===== config.mk =====
export PLATFORM = sky130hd
export DESIGN_NAME = inst_fetch_stage
export DESIGN_NICKNAME = d
export VERILOG_FILES = /design/src/rtl/rv_pkg.sv /design/src/rtl/inst_fifo.sv /design/src/rtl/inst_fetch_stage.sv
export SDC_FILE = /design/constraint.sdc
export NUM_CORES = 1
export LEC_CHECK = 0
export BUFFER_PORTS_ARGS = -buffer_cell sky130_fd_sc_hd__buf_2
export CAP_MARGIN = 20
export CORE_MARGIN = 2
export CORE_UTILIZATION = 30
export DETAILED_ROUTE_END_ITERATION = 8
export PLACE_DENSITY_LB_ADDON = 0.3
export SKIP_CTS_REPAIR_TIMING = 1
export SKIP_LAST_GASP = 1
export SLEW_MARGIN = 15
export SYNTH_ARGS = -nofsm -noshare
export SYNTH_HDL_FRONTEND = slang
export SYNTH_SLANG_ARGS = --single-unit

===== constraint.sdc =====
create_clock -name Clk -period 5.9 [get_ports Clk]
set_input_delay 0.295 -clock Clk [delete_from_list [all_inputs] [get_ports Clk]]
set_output_delay 0.295 -clock Clk [all_outputs]
set_load 0.01 [all_outputs]

===== src/rtl/rv_pkg.sv =====
// rtl/rv_pkg.sv - shared RV32I constants and fetch FSM encoding
package rv_pkg;

    localparam int XLEN = 32;

    localparam logic [6:0] OPC_RTYPE  = 7'b0110011;
    localparam logic [6:0] OPC_LOAD   = 7'b0000011;
    localparam logic [6:0] OPC_STORE  = 7'b0100011;
    localparam logic [6:0] OPC_BRANCH = 7'b1100011;

    localparam logic [31:0] INST_NOP = 32'h0000_0013;

    typedef enum logic [1:0] {
        FS_IDLE = 2'd0,
        FS_WAIT = 2'd1,
        FS_DROP = 2'd2
    } fetch_state_e;

endpackage


===== src/rtl/inst_fifo.sv =====
// rtl/inst_fifo.sv - synchronous instruction buffer with flush, power-of-two depth
module inst_fifo #(
    parameter int WIDTH = 64,
    parameter int DEPTH = 2,
    localparam int AW = $clog2(DEPTH),
    localparam int CW = AW + 1
) (
    input  logic             clk,
    input  logic             rst_n,
    input  logic             push,
    input  logic [WIDTH-1:0] push_data,
    input  logic             pop,
    input  logic             flush,
    output logic             full,
    output logic             empty,
    output logic [CW-1:0]    count,
    output logic [WIDTH-1:0] head
);

    logic [WIDTH-1:0] mem [DEPTH];
    logic [AW-1:0]    rd_ptr;
    logic [AW-1:0]    wr_ptr;

    assign full  = (count == CW'(DEPTH));
    assign empty = (count == '0);
    assign head  = mem[rd_ptr];

    always_ff @(posedge clk) begin
        if (push && !flush) begin
            mem[wr_ptr] <= push_data;
        end
    end

    // Flush wins over push; a pop in the flush cycle has already been consumed downstream.
    always_ff @(posedge clk or negedge rst_n) begin
        if (!rst_n) begin
            rd_ptr <= '0;
            wr_ptr <= '0;
            count  <= '0;
        end else if (flush) begin
            rd_ptr <= '0;
            wr_ptr <= '0;
            count  <= '0;
        end else begin
            if (push) wr_ptr <= wr_ptr + 1'b1;
            if (pop)  rd_ptr <= rd_ptr + 1'b1;
            count <= count + CW'(push) - CW'(pop);
        end
    end

    assert property (@(posedge clk) disable iff (!rst_n) !(push && full && !pop && !flush));

endmodule


===== src/rtl/inst_fetch_stage.sv =====
// rtl/inst_fetch_stage.sv - RV32I fetch front end; IF_PERF_CNT_EN adds FetchCnt/StallCnt
module inst_fetch_stage #(
    parameter int              XLEN       = rv_pkg::XLEN,
    parameter logic [XLEN-1:0] RESET_PC   = '0,
    parameter int              FIFO_DEPTH = 2
) (
    input  logic            Clk,
    input  logic            Rst_n,
    output logic            IMemReq,
    output logic [XLEN-1:0] IMemAddr,
    input  logic            IMemAck,
    input  logic [31:0]     IMemRdata,
    input  logic            Redirect,
    input  logic [XLEN-1:0] RedirectPC,
    input  logic            InstReady,
    output logic            InstValid,
    output logic [31:0]     Inst,
    output logic [XLEN-1:0] InstPC,
`ifdef IF_PERF_CNT_EN
    output logic [31:0]     FetchCnt,
    output logic [31:0]     StallCnt,
`endif
    output logic [6:0]      Opcode
);
    import rv_pkg::*;

    localparam int CW = $clog2(FIFO_DEPTH) + 1;

    fetch_state_e    state;
    logic [XLEN-1:0] fetch_pc;
    logic [XLEN-1:0] req_pc;
    logic [XLEN-1:0] redirect_target;
    logic [CW-1:0]   count;
    logic [CW:0]     occ_next;
    logic            full;
    logic            empty;
    logic            pop;
    logic            push;
    logic            has_space;
    logic [XLEN+31:0] head;

    assign pop             = !empty && InstReady;
    assign push            = (state == FS_WAIT) && IMemAck && !Redirect;
    assign redirect_target = RedirectPC & ~XLEN'(3);

    // Occupancy after this cycle's pop/push; one more slot must be free for a new request.
    assign occ_next  = {1'b0, count} - (CW+1)'(pop) + (CW+1)'(push);
    assign has_space = (int'(occ_next) + 1) <= FIFO_DEPTH;

    inst_fifo #(
        .WIDTH (XLEN + 32),
        .DEPTH (FIFO_DEPTH)
    ) u_fifo (
        .clk       (Clk),
        .rst_n     (Rst_n),
        .push      (push),
        .push_data ({req_pc, IMemRdata}),
        .pop       (pop),
        .flush     (Redirect),
        .full      (full),
        .empty     (empty),
        .count     (count),
        .head      (head)
    );

    always_ff @(posedge Clk or negedge Rst_n) begin
        if (!Rst_n) begin
            state    <= FS_IDLE;
            fetch_pc <= RESET_PC;
            req_pc   <= RESET_PC;
            IMemReq  <= 1'b0;
            IMemAddr <= RESET_PC;
        end else begin
            IMemReq <= 1'b0;
            if (Redirect) begin
                fetch_pc <= redirect_target;
                // A response still in flight must be swallowed before fetching again.
                state    <= (state != FS_IDLE && !IMemAck) ? FS_DROP : FS_IDLE;
            end else begin
                case (state)
                    FS_IDLE: begin
                        if (has_space) begin
                            IMemReq  <= 1'b1;
                            IMemAddr <= fetch_pc;
                            req_pc   <= fetch_pc;
                            state    <= FS_WAIT;
                        end
                    end
                    FS_WAIT: begin
                        if (IMemAck) begin
                            fetch_pc <= fetch_pc + XLEN'(4);
                            if (has_space) begin
                                IMemReq  <= 1'b1;
                                IMemAddr <= fetch_pc + XLEN'(4);
                                req_pc   <= fetch_pc + XLEN'(4);
                            end else begin
                                state <= FS_IDLE;
                            end
                        end
                    end
                    FS_DROP: begin
                        if (IMemAck) state <= FS_IDLE;
                    end
                    default: state <= FS_IDLE;
                endcase
            end
        end
    end

    assign InstValid = !empty;
    assign Inst      = empty ? INST_NOP : head[31:0];
    assign InstPC    = empty ? '0 : head[XLEN+31:32];
    assign Opcode    = Inst[6:0];

`ifdef IF_PERF_CNT_EN
    always_ff @(posedge Clk or negedge Rst_n) begin
        if (!Rst_n) begin
            FetchCnt <= '0;
            StallCnt <= '0;
        end else begin
            FetchCnt <= FetchCnt + 32'(push);
            StallCnt <= StallCnt + 32'(!empty && !InstReady);
        end
    end
`endif

endmodule


=== Word-level counts from Yosys, hierarchy flattened ===
Memory sizes are Yosys's and may differ from the RTL's.
Index checks and enable logic that the tools add are counted.
Widths: inputs -> output; s select.

* Register bits after elaboration: 71
* Latch bits: 0
* RAM bits: 128
* Bits in read-only memories: 0
* Input port bits: 69
* Output and inout bits: 105
* Word-level logic and storage cells: 73
* Memories: 1

* Add/subtract/negate cells: 8
* Multiply operators: 0
* Divide/modulo/power cells: 0
* Magnitude comparators: 1
* Equality and inequality tests: 9
* Shift-type cells: 0
* Muxes and demuxes: 27
* Bitwise operators: 1
* Reduce and logical (&&, ||, !) cells: 19

{| class="wikitable"
|+ Memory list
! memory !! words !! bits a word !! rd ports !! clocked after Yosys merged registers in !! wr ports !! RTL line !! source
|-
| u_fifo.mem || 2 || 64 || 1 || 0 || 1 || inst_fifo.sv:20 || <nowiki>logic [WIDTH-1:0] mem [DEPTH];</nowiki>
|}

{| class="wikitable"
|+ Operators by type and width
! cell !! number
|-
| $mux 32 || 8
|-
| $pmux 32 s2 || 1
|-
| $add 32x3->32 const B || 1
|-
| $mux 2 || 7
|-
| $ne 3x3->1 const B || 4
|-
| $reduce_bool 2->1 || 6
|-
| $mux 1 || 9
|-
| $ne 2x2->1 const B || 3
|-
| $pmux 2 s3 || 1
|-
| $logic_and 1x1->1 || 5
|-
| $reduce_and 5->1 || 1
|-
| $add 3x1->4 const B || 1
|-
| $le 4x2->1 const B || 1
|-
| $logic_not 2->1 || 2
|-
| $reduce_and 4->1 || 1
|-
| $add 3x1->3 || 1
|-
| $logic_not 1->1 || 3
|-
| $sub 2x1->3 || 1
|-
| $add 1x1->1 const B || 2
|-
| $add 2x1->2 || 1
|-
| $eq 2x1->1 const B || 1
|-
| $eq 2x2->1 const B || 1
|-
| $pmux 1 s2 || 1
|-
| $reduce_and 2->1 || 1
|-
| other kinds (2) || 2
|}

=== Logic depth before layout (Yosys ltp) ===
Gate-level depths: netlist (run 1).

* Depth after elaboration: 11
* Gate-level depth with buffers: 15
* Depth with buffers taken out: 14

=== Cells and area by module ===
From an unflattened synthesis (run 1), not the netlist that was laid out.

* Cells, all modules: 705
* Area total of the unflattened synthesis: 9143.8 um^2

{| class="wikitable"
|+ By module, submodules not included
! module !! times used !! cells an instance !! area each (um^2) !! sequential area each (um^2)
|-
| inst_fifo || 1 || 218 || 5037.3 || 3943.8
|-
| inst_fetch_stage || 1 || 487 || 4106.4 || 1576.5
|}

=== Worst setup path before layout (run 1) ===
Ideal clock, no wire load.

* Kind: input -> register
* From: in Redirect
* To: mem u_fifo.mem[0][0] (enable)
* Library setup time: 0.559 ns
* Arrival: 4.951 ns
* Data required time: 5.341 ns
* Slack: 0.390 ns
* Stages: 3
* Path buffers: 2
* Cells stage by stage: clkbuf_1 clkbuf_1 nor3_1

* Longest elaborated chain between the ends: 5

{| class="wikitable"
|+ RTL lines
! what !! RTL line !! source
|-
| start: declaration || inst_fetch_stage.sv:13 || <nowiki>input logic Redirect,</nowiki>
|-
| $logic_not 1->1 * || inst_fifo.sv:29, inst_fetch_stage.sv:43 ||
|-
| $logic_and 1x1->1 || inst_fetch_stage.sv:43 || <nowiki>assign push = (state == FS_WAIT) && IMemAck && !Redirect;</nowiki>
|-
| $logic_and 1x1->1 * || inst_fifo.sv:29 || <nowiki>if (push && !flush) begin</nowiki>
|-
| $mux 1 * || inst_fifo.sv:29 ||
|-
| $mux 1 (implied by the code) * || inst_fifo.sv:30 || <nowiki>mem[wr_ptr] <= push_data;</nowiki>
|-
| end: declaration || inst_fifo.sv:20 ||
|}

Mark *: on every way between the ends. The rest lies on a longest branch, timed or not.

=== Worst setup path after layout (run 1) ===
* From: reg u_fifo.count[1]
* To: reg req_pc[14]

* Longest elaborated chain between the ends: 9
* Elaborated cells between the ends (all ways): 10
* Those cells by class: 3 x add/sub; 1 x order compare; 2 x eq/ne; 4 x reduce/logical

{| class="wikitable"
|+ RTL lines
! what !! RTL line !! source
|-
| start: declaration || inst_fifo.sv:16 || <nowiki>output logic [CW-1:0] count,</nowiki>
|-
| start signal: assignment || inst_fifo.sv:47 || <nowiki>count <= count + CW'(push) - CW'(pop);</nowiki>
|-
| $logic_not 2->1 || inst_fifo.sv:25 || <nowiki>assign empty = (count == '0);</nowiki>
|-
| $logic_not 1->1 || inst_fetch_stage.sv:42 || <nowiki>assign pop = !empty && InstReady;</nowiki>
|-
| $logic_and 1x1->1 || inst_fetch_stage.sv:42 ||
|-
| $sub 2x1->3 * || inst_fetch_stage.sv:47 || <nowiki>assign occ_next = {1'b0, count} - (CW+1)'(pop) + (CW+1)'(push);</nowiki>
|-
| $add 3x1->3 * || inst_fetch_stage.sv:47 ||
|-
| $add 3x1->4 * || inst_fetch_stage.sv:48 || <nowiki>assign has_space = (int'(occ_next) + 1) <= FIFO_DEPTH;</nowiki>
|-
| $le 4x2->1 * || inst_fetch_stage.sv:48 ||
|-
| $ne 2x2->1 (no line) || - ||
|-
| $reduce_and 5->1 (no line) * || - ||
|-
| end signal: assignment || inst_fetch_stage.sv:85 || <nowiki>req_pc <= fetch_pc;</nowiki>
|-
| end signal: assignment || inst_fetch_stage.sv:95 || <nowiki>req_pc <= fetch_pc + XLEN'(4);</nowiki>
|-
| end: declaration || inst_fetch_stage.sv:31 || <nowiki>logic [XLEN-1:0] req_pc;</nowiki>
|}

Marks and branches as above.
A chain may end at the register's enable or synchronous reset.

==> results of run 1 <==
## routing by layer
layer	global-route usage [%]	part of all wire (%)
met5	0	0
met4	3.78	1.1
met3	3.54	4.8
met2	20.0	45
met1	18.7	49
## metrics by stage
stage	hold WS, ns	setup WS, ns
6_report	0.0488	2.33
5_1_grt	0.0269	2.09
4_1_cts	0.0286	2.33
3_5_place_dp	0.483	2.38
3_3_place_gp	0.476	2.41
2_1_floorplan	-0.000591	0.390
## area by class of cell
cell class / instances / area, um2 / area share [%]
clock buffers: 19 / 443 / 4.31
clock inverters: 13 / 131 / 1.28
inverters: 7 / 26.3 / 0.256
multi-input cells: 440 / 2910 / 28.4
flip-flops and latches: 191 / 5400 / 52.6
well taps: 378 / 473 / 4.61
repair buffers: 173 / 881 / 8.58
## sequential cells by signal (all words and copies together) (netlist names)
name / cells
u_fifo.rd_ptr: 1
u_fifo.mem: 124
u_fifo.wr_ptr: 1
IMemReq: 1
fetch_pc: 30
u_fifo.count: 2
state: 2
req_pc: 30
## final timing paths
path / to / slack, ns / cells past startpoint / from
max: req_pc[14]$_DFFE_PN0P_ / 2.33 / 15 / u_fifo.count[1]$_DFF_PN0_
min: u_fifo.mem[0][27]$_DFFE_PP_ / 0.05 / 1 / IMemRdata[27]
max reg2reg: req_pc[14]$_DFFE_PN0P_ / 2.33 / 15 / u_fifo.count[1]$_DFF_PN0_
min reg2reg: u_fifo.mem[1][50]$_DFFE_PP_ / 0.49 / 0 / req_pc[18]$_DFFE_PN0P_
max in group asynchronous: u_fifo.rd_ptr$_DFFE_PN0P_ / 5.14 / 2 / Rst_n
min in group asynchronous: IMemReq$_DFF_PN0_ / 0.06 / 2 / Rst_n
## worst max-delay path, cell delays in order, from the launching register on
cell,delay [ns]
dfrtp_1,0.45
nor2_4,0.11
inv_1,0.11
and2_1,0.21
ha_1,0.28
inv_1,0.06
ha_1,0.13
inv_1,0.05
fa_1,0.56
inv_1,0.06
ha_1,0.19
or2_1,0.30
a211oi_4,0.25
buf_4,0.50
nor2_1,0.09
a21oi_1,0.13
## logic make-up after synthesis
| family | count (synthesis) |
|---|---|
| AO/OA/AOI/OAI | 64 |
| XOR/XNOR | 60 |
| adder cells (fa/ha/maj) | 6 |
| buffers and inverters | 52 |
| flip-flops | 191 |
| multiplexers | 65 |
| other | 1 |
| AND/OR/NAND/NOR | 241 |
## power by group
part           switching [mW]  internal [mW]  leakage (nW)
clock network           0.525          0.604         0.272
registers               0.220           1.70          1.91
logic                   0.935          0.595          1.75
total                    1.68           2.90          3.93
## cells in the mapped netlist, drive strengths merged
cell / n / area [um2]
nor2b: 3 / 18.8
and2b: 1 / 7.51
or2: 1 / 6.26
ha: 5 / 62.6
nand2b: 3 / 18.8
xor2: 41 / 359
nand4: 16 / 134
nor3: 9 / 61.3
a211oi: 1 / 12.5
o21ai: 30 / 150
nand3: 17 / 103
a2111oi: 1 / 15.0
fa: 1 / 20.0
edfxtp: 124 / 3720
a21boi: 1 / 7.51
nand2: 59 / 221
nor4: 7 / 119
a21o: 1 / 7.51
a21oi: 28 / 163
nand4b: 2 / 23.8
mux2i: 65 / 651
and2: 6 / 37.5
nand3b: 2 / 27.5
clkbuf: 15 / 56.3
buf: 30 / 178
dfrtp: 67 / 1680
conb: 1 / 3.75
and3: 4 / 25.0
and4: 5 / 45.0
inv: 7 / 26.3
nor2: 106 / 398
xnor2: 19 / 166
o211ai: 1 / 7.51
a31oi: 1 / 6.26
## placed cells by master, fill, tap and decap left out, types with 4 or more instances in the layout
master and n:
a21oi_2 6, ha_1 5, and4_1 4, o21ai_1 23
clkbuf_16 17, nand2_1 59, buf_2 167, nor2_1 105
xor2_1 41, nor4_4 5, conb_1 4, mux2i_1 65
nor3_1 6, edfxtp_1 124, buf_4 6, and2_1 5
inv_1 7, and3_1 4, nand4_1 12, dfrtp_1 66
a21oi_1 22, o21ai_0 7, nand3_1 15, xnor2_1 19
==> flow_summary.yaml, run 1 <==
sta:
  fin_crit_ns: 3.57
  drv_slew: 0
  max_slew.worst_pin.slew_ns: 0.930
  timing.slew.headroom_pct: 38.0
  period_share_pct: 60.5
  fmax_mhz: 280
  hold_violations: 0
  clock_skew_ns: 0.0106
  finalSetupViolCount: 0
  tns_ns: 0
  grt_setup_unrepaired: "no"
logic_synthesis:
  synth_fa_ha_area_share_pct: 0.967
  yosys.area_share.simple_pct: 14.6
  yosys_warnings: 0
  synthMuxAreaShare_pct: 7.62
  synthXorXnorAreaFrac_pct: 6.15
  synth_compound_area_share_pct: 4.32
  synth_cells: 680
  synth_area_per_cell_um2: 12.6
  synth.distinct_cells: 48
  synth_seq_cells: 191
  synth_top_family_by_area: "simple AND/OR/NAND/NOR gates"
  netlist_area_um2: 8540
  synth-seq-area-share_pct: 63.2
placed_design:
  place_congestion: 0.781
  port_buffers: 167
  place_hpwl_mm: 12.7
  placed_cell_area_um2: 9700
  placed_cells: 1189
detailed_routing:
  drt_wl_total_mm: 19.2
  drc: 0
  vias: 5340
  wl_per_cell_um: 15.7
  drtIter0Drc: 209
  vias_per_cell: 4.37
  drtPass1Iterations: 6
  antenna_left: 0
pwr:
  p_leak_nw: 3.93
  powerDensity_nw_per_um2: 446
  irDropWorstVdd_mv: 0.216
  finalPower_mw: 4.58
global_routing:
  grt_max_degree: 69
  track_usage_pct: 13.2
  antenna_found_initial: 0
  grt_pass1_vias: 5338
  overflow: 0
  grt_pass1_wl_mm: 30.6
clock_tree:
  cts_max_path_buffers: 2
  cts_root_buf: "clkbuf_16"
  htree_levels: 4
  insertion_delay_ns: 0.43
  cts_made_buffers: 17
  path_clk_slew_ns: 0.07
  cts_tree: "built"
  clkSinkCount: 191
worst_setup_path:
  cp.arrival_ns: 3.92
  path_class: "flip-flop to flip-flop"
  crit_path_start_kind: "flip-flop"
  endpoint_kind: "flip-flop"
  critPathRequiredTime_ns: 6.25
  crit_fanout: 59
floorplan:
  dieArea_um2: 29800
  start_util_pct: 30.6
  core_area_um2: 27900
  die_w_um: 173
  dieHeight_um: 173
  io_pins: 174
  placementRows: 61
run:
  cap_violations: 0
cells_and_area:
  diodes: 0
  final_cell_area_um2: 10300
  drive_above_1_share_pct: 27.5
  utilization_pct: 36.8
  area_growth_pct: 20.3
  nFillCells: 2782
  instances_no_fill: 1221
  fin_nets: 905
worst_hold_path:
  hp-class: "input port to flip-flop"
run_status:
  status: "completed"
No activity file was read; power rests on OpenSTA's default activity.
==> run 2: changes to the inputs <==
--- a/config.mk
+++ b/config.mk
@@ -5,6 +5,7 @@
 export SDC_FILE = /design/constraint.sdc
 export NUM_CORES = 1
 export LEC_CHECK = 0
+export ABC_AREA = 1
 export BUFFER_PORTS_ARGS = -buffer_cell sky130_fd_sc_hd__buf_2
 export CAP_MARGIN = 20
 export CORE_MARGIN = 2
==> constraint.sdc (replaced) <==
create_clock -name Clk -period 3.51 [get_ports Clk]
set_input_delay 0.1755 -clock Clk [delete_from_list [all_inputs] [get_ports Clk]]
set_output_delay 0.1755 -clock Clk [all_outputs]
set_load 0.01 [all_outputs]
==> run 2 against run 1 <==
- via count up 31%
- clock skew up 0.0012 ns
- worst setup slack worse by 1.8 ns
- largest cell class unchanged
- register-to-register slack worse by 1.8 ns
- area after synthesis up 3.5%
- first-iteration DRC count rose to 2.6 times the previous value
- the flow now finishes with violations (hold timing)
- die area up 3.4%
- highest routed layer unchanged
- sequential power up 65%
==> flow_summary.yaml, run 2 <==
run_status:
  status: "finished, violations left"
  violations: "hold timing"
logic_synthesis:
  synth_flop_cell: "edfxtp_1"
  yosys_warnings: 0
  synth_cells: 958
  synth_top_area_share_pct: 42.2
  netlist.top_cell.by_area: "edfxtp_1"
  synth-edff-count: 124
  synthArstFlopShare_pct: 35.1
  synth_area_per_cell_um2: 9.22
  synth_seq_cells: 191
  synth-seq-area-share_pct: 61.1
  netlist_area_um2: 8830
  synth.distinct_cells: 33
  synth.most_common_cell: "nand2_1"
  synth_common_cells: "nand2_1 (392), edfxtp_1 (124), nor2_1 (69), dfrtp_1 (67), a21oi_1 (61)"
  yosys-top-cells-area: "edfxtp_1 (42%), dfrtp_1 (19%), nand2_1 (17%), a21oi_1 (3.5%), nor2_1 (2.9%)"
worst_setup_path:
  slowest_delay_ns: 0.55
  path_class: "flip-flop to flip-flop"
  critPathRequiredTime_ns: 3.88
  crit_path_start_kind: "flip-flop"
  cp.arrival_ns: 3.32
  crit_fanout: 21
  slowest_stage: "fa_1"
  cp_num_buf_inv: 4
  crit_chain: "nor2_4 -> nor2_1 -> ha_1 -> inv_1 -> ha_1 -> inv_1 -> fa_1 -> inv_1 -> ha_1 -> nand2_1 -> nand4_1 -> nor2_1 -> buf_4 -> nand3_1 -> nand2_1"
  endpoint_kind: "flip-flop"
  cp_top_family: "adder cells"
global_routing:
  track_usage_pct: 15.1
  grt_max_degree: 65
  overflow: 0
  grt_pass1_wl_mm: 35.9
  grt_pass1_vias: 6430
  antenna_found_initial: 0
cells_and_area:
  fin_nets: 1238
  area_growth_pct: 26.2
  final_common_cell: "nand2_1"
  top_regs: "u_fifo.mem: 124 flops, fetch_pc: 30 flops, req_pc: 30 flops"
  drive_above_1_share_pct: 21.0
  nFillCells: 2917
  diodes: 0
  final_cell_area_um2: 11100
  multiInputGateArea_um2: 3010
  seqCellArea_um2: 5400
  largest_register_ffs: 124
  layout_common_cells: "nand2_1 (392), buf_2 (167), edfxtp_1 (124), nor2_1 (67), dfrtp_1 (66)"
  top_register: "u_fifo.mem"
sta:
  hold_violations: 4
  grt_setup_unrepaired: "no"
  timing.slew.headroom_pct: 45.4
  max_slew.worst_pin.slew_ns: 0.819
  tns_ns: 0
  drv_slew: 0
  setup_ws_ns: 0.552
  hold_ws_ns: -0.0169
  period_share_pct: 84.3
  fin_crit_ns: 2.96
  finalSetupViolCount: 0
  clock_skew_ns: 0.0119
  fmax_mhz: 338
placed_design:
  place_hpwl_mm: 15.8
  place_ws_ns: 0.541
  placed_cell_area_um2: 10100
  port_buffers: 167
  place_congestion: 0.897
pwr:
  pwr-share-seq_pct: 39.9
  net-switching-power_mw: 3.19
  clkPwrFrac_pct: 23.5
  p_leak_nw: 4.86
  powerDensity_nw_per_um2: 713
  p_int_mw: 4.76
  p_sw_share_pct: 40.1
  p_comb_share_pct: 36.6
  irDropWorstVdd_mv: 0.416
run:
  cap_violations: 0
clock_tree:
  cts_tree: "built"
  insertion_delay_ns: 0.43
  cts_root_buf: "clkbuf_16"
  path_clk_slew_ns: 0.08
  cts_max_path_buffers: 2
  htree_levels: 4
  cts_made_buffers: 17
  clkSinkCount: 191
floorplan:
  dieHeight_um: 176
  placementRows: 62
  dieArea_um2: 30800
  die_w_um: 176
  io_pins: 174
  start_util_pct: 30.6
  core_area_um2: 28900
detailed_routing:
  drtIter0Drc: 551
  drt_wl_total_mm: 23.3
  drc: 0
  drtPass1Iterations: 5
  wl_per_cell_um: 14.9
  vias_per_cell: 4.48
  antenna_left: 0
  vias: 6989
worst_hold_path:
  hp-class: "input port to flip-flop"
## run 2: stage by stage
step	std cells	utilization (%)	total power, mW	hold slack, ns
final	1560	38.6	7.95	-0.0169
after global routing	1560	38.6	8.54	0.00954
after CTS	1509	36.9	8.03	-0.146
after detailed placement	1477	34.9	6.13	0.324
after global placement	1477	34.9	6.10	0.317
after floorplan	961	-	5.01	-0.120
## run 2: routing by layer
layer  GRT usage [%]  share of wire, %
met1            21.3                47
met2            23.5                47
met5               0                 0
met4            4.51               1.3
met3            3.01               4.7
## run 2: power groups by stage
stage / Combinational, mW / Clock [mW] / Sequential (mW)
finish: 2.91 / 1.87 / 3.17
global route: 3.29 / 2.03 / 3.22
CTS: 2.92 / 1.93 / 3.18
detailed placement: 2.91 / 0 / 3.22
global placement: 2.89 / 0 / 3.21
floorplan: 1.83 / 0 / 3.17
## run 2: cells by family (layout without fill, tap and decap cells)
family                     Yosys count  count (layout)  synth area share, %
other                                1               4               0.0425
buffers and inverters              103             318                 5.16
xor gates and xnor gates             9               9                0.892
AOI/OAI and AO/OA                  105             105                 6.57
DFF                                191             191                 61.1
adders and majority gates            6               6                0.935
muxes                                1               1                0.113
and+or+nand+nor                    542             542                 25.2
## run 2: worst paths after layout
check / to / depth (start not counted) / slack [ns] / startpoint
setup / recovery: req_pc[20]$_DFFE_PN0P_ / 15 / 0.55 / u_fifo.count[1]$_DFF_PN0_
hold / removal: fetch_pc[10]$_DFFE_PN0P_ / 3 / -0.02 / RedirectPC[10]
setup reg to reg: req_pc[20]$_DFFE_PN0P_ / 15 / 0.55 / u_fifo.count[1]$_DFF_PN0_
hold reg to reg: u_fifo.mem[1][45]$_DFFE_PP_ / 0 / 0.50 / req_pc[13]$_DFFE_PN0P_
max in group asynchronous: req_pc[29]$_DFFE_PN0P_ / 3 / 2.38 / Rst_n
min in group asynchronous: fetch_pc[7]$_DFFE_PN0P_ / 2 / 0.37 / Rst_n
## run 2: tightest hold or removal path, cell delays in order
cell	delay (ns)
buf_2	0.08
nand2_1	0.05
nand3_1	0.07
## run 2: layout make-up
cell class / count / area share (%)
clock inverter: 15 / 1.25
inverter: 54 / 1.82
multi-input combinational: 667 / 27.0
clock buffer: 17 / 3.82
tap: 384 / 4.31
sequential: 191 / 48.5
timing repair buffer: 232 / 13.4
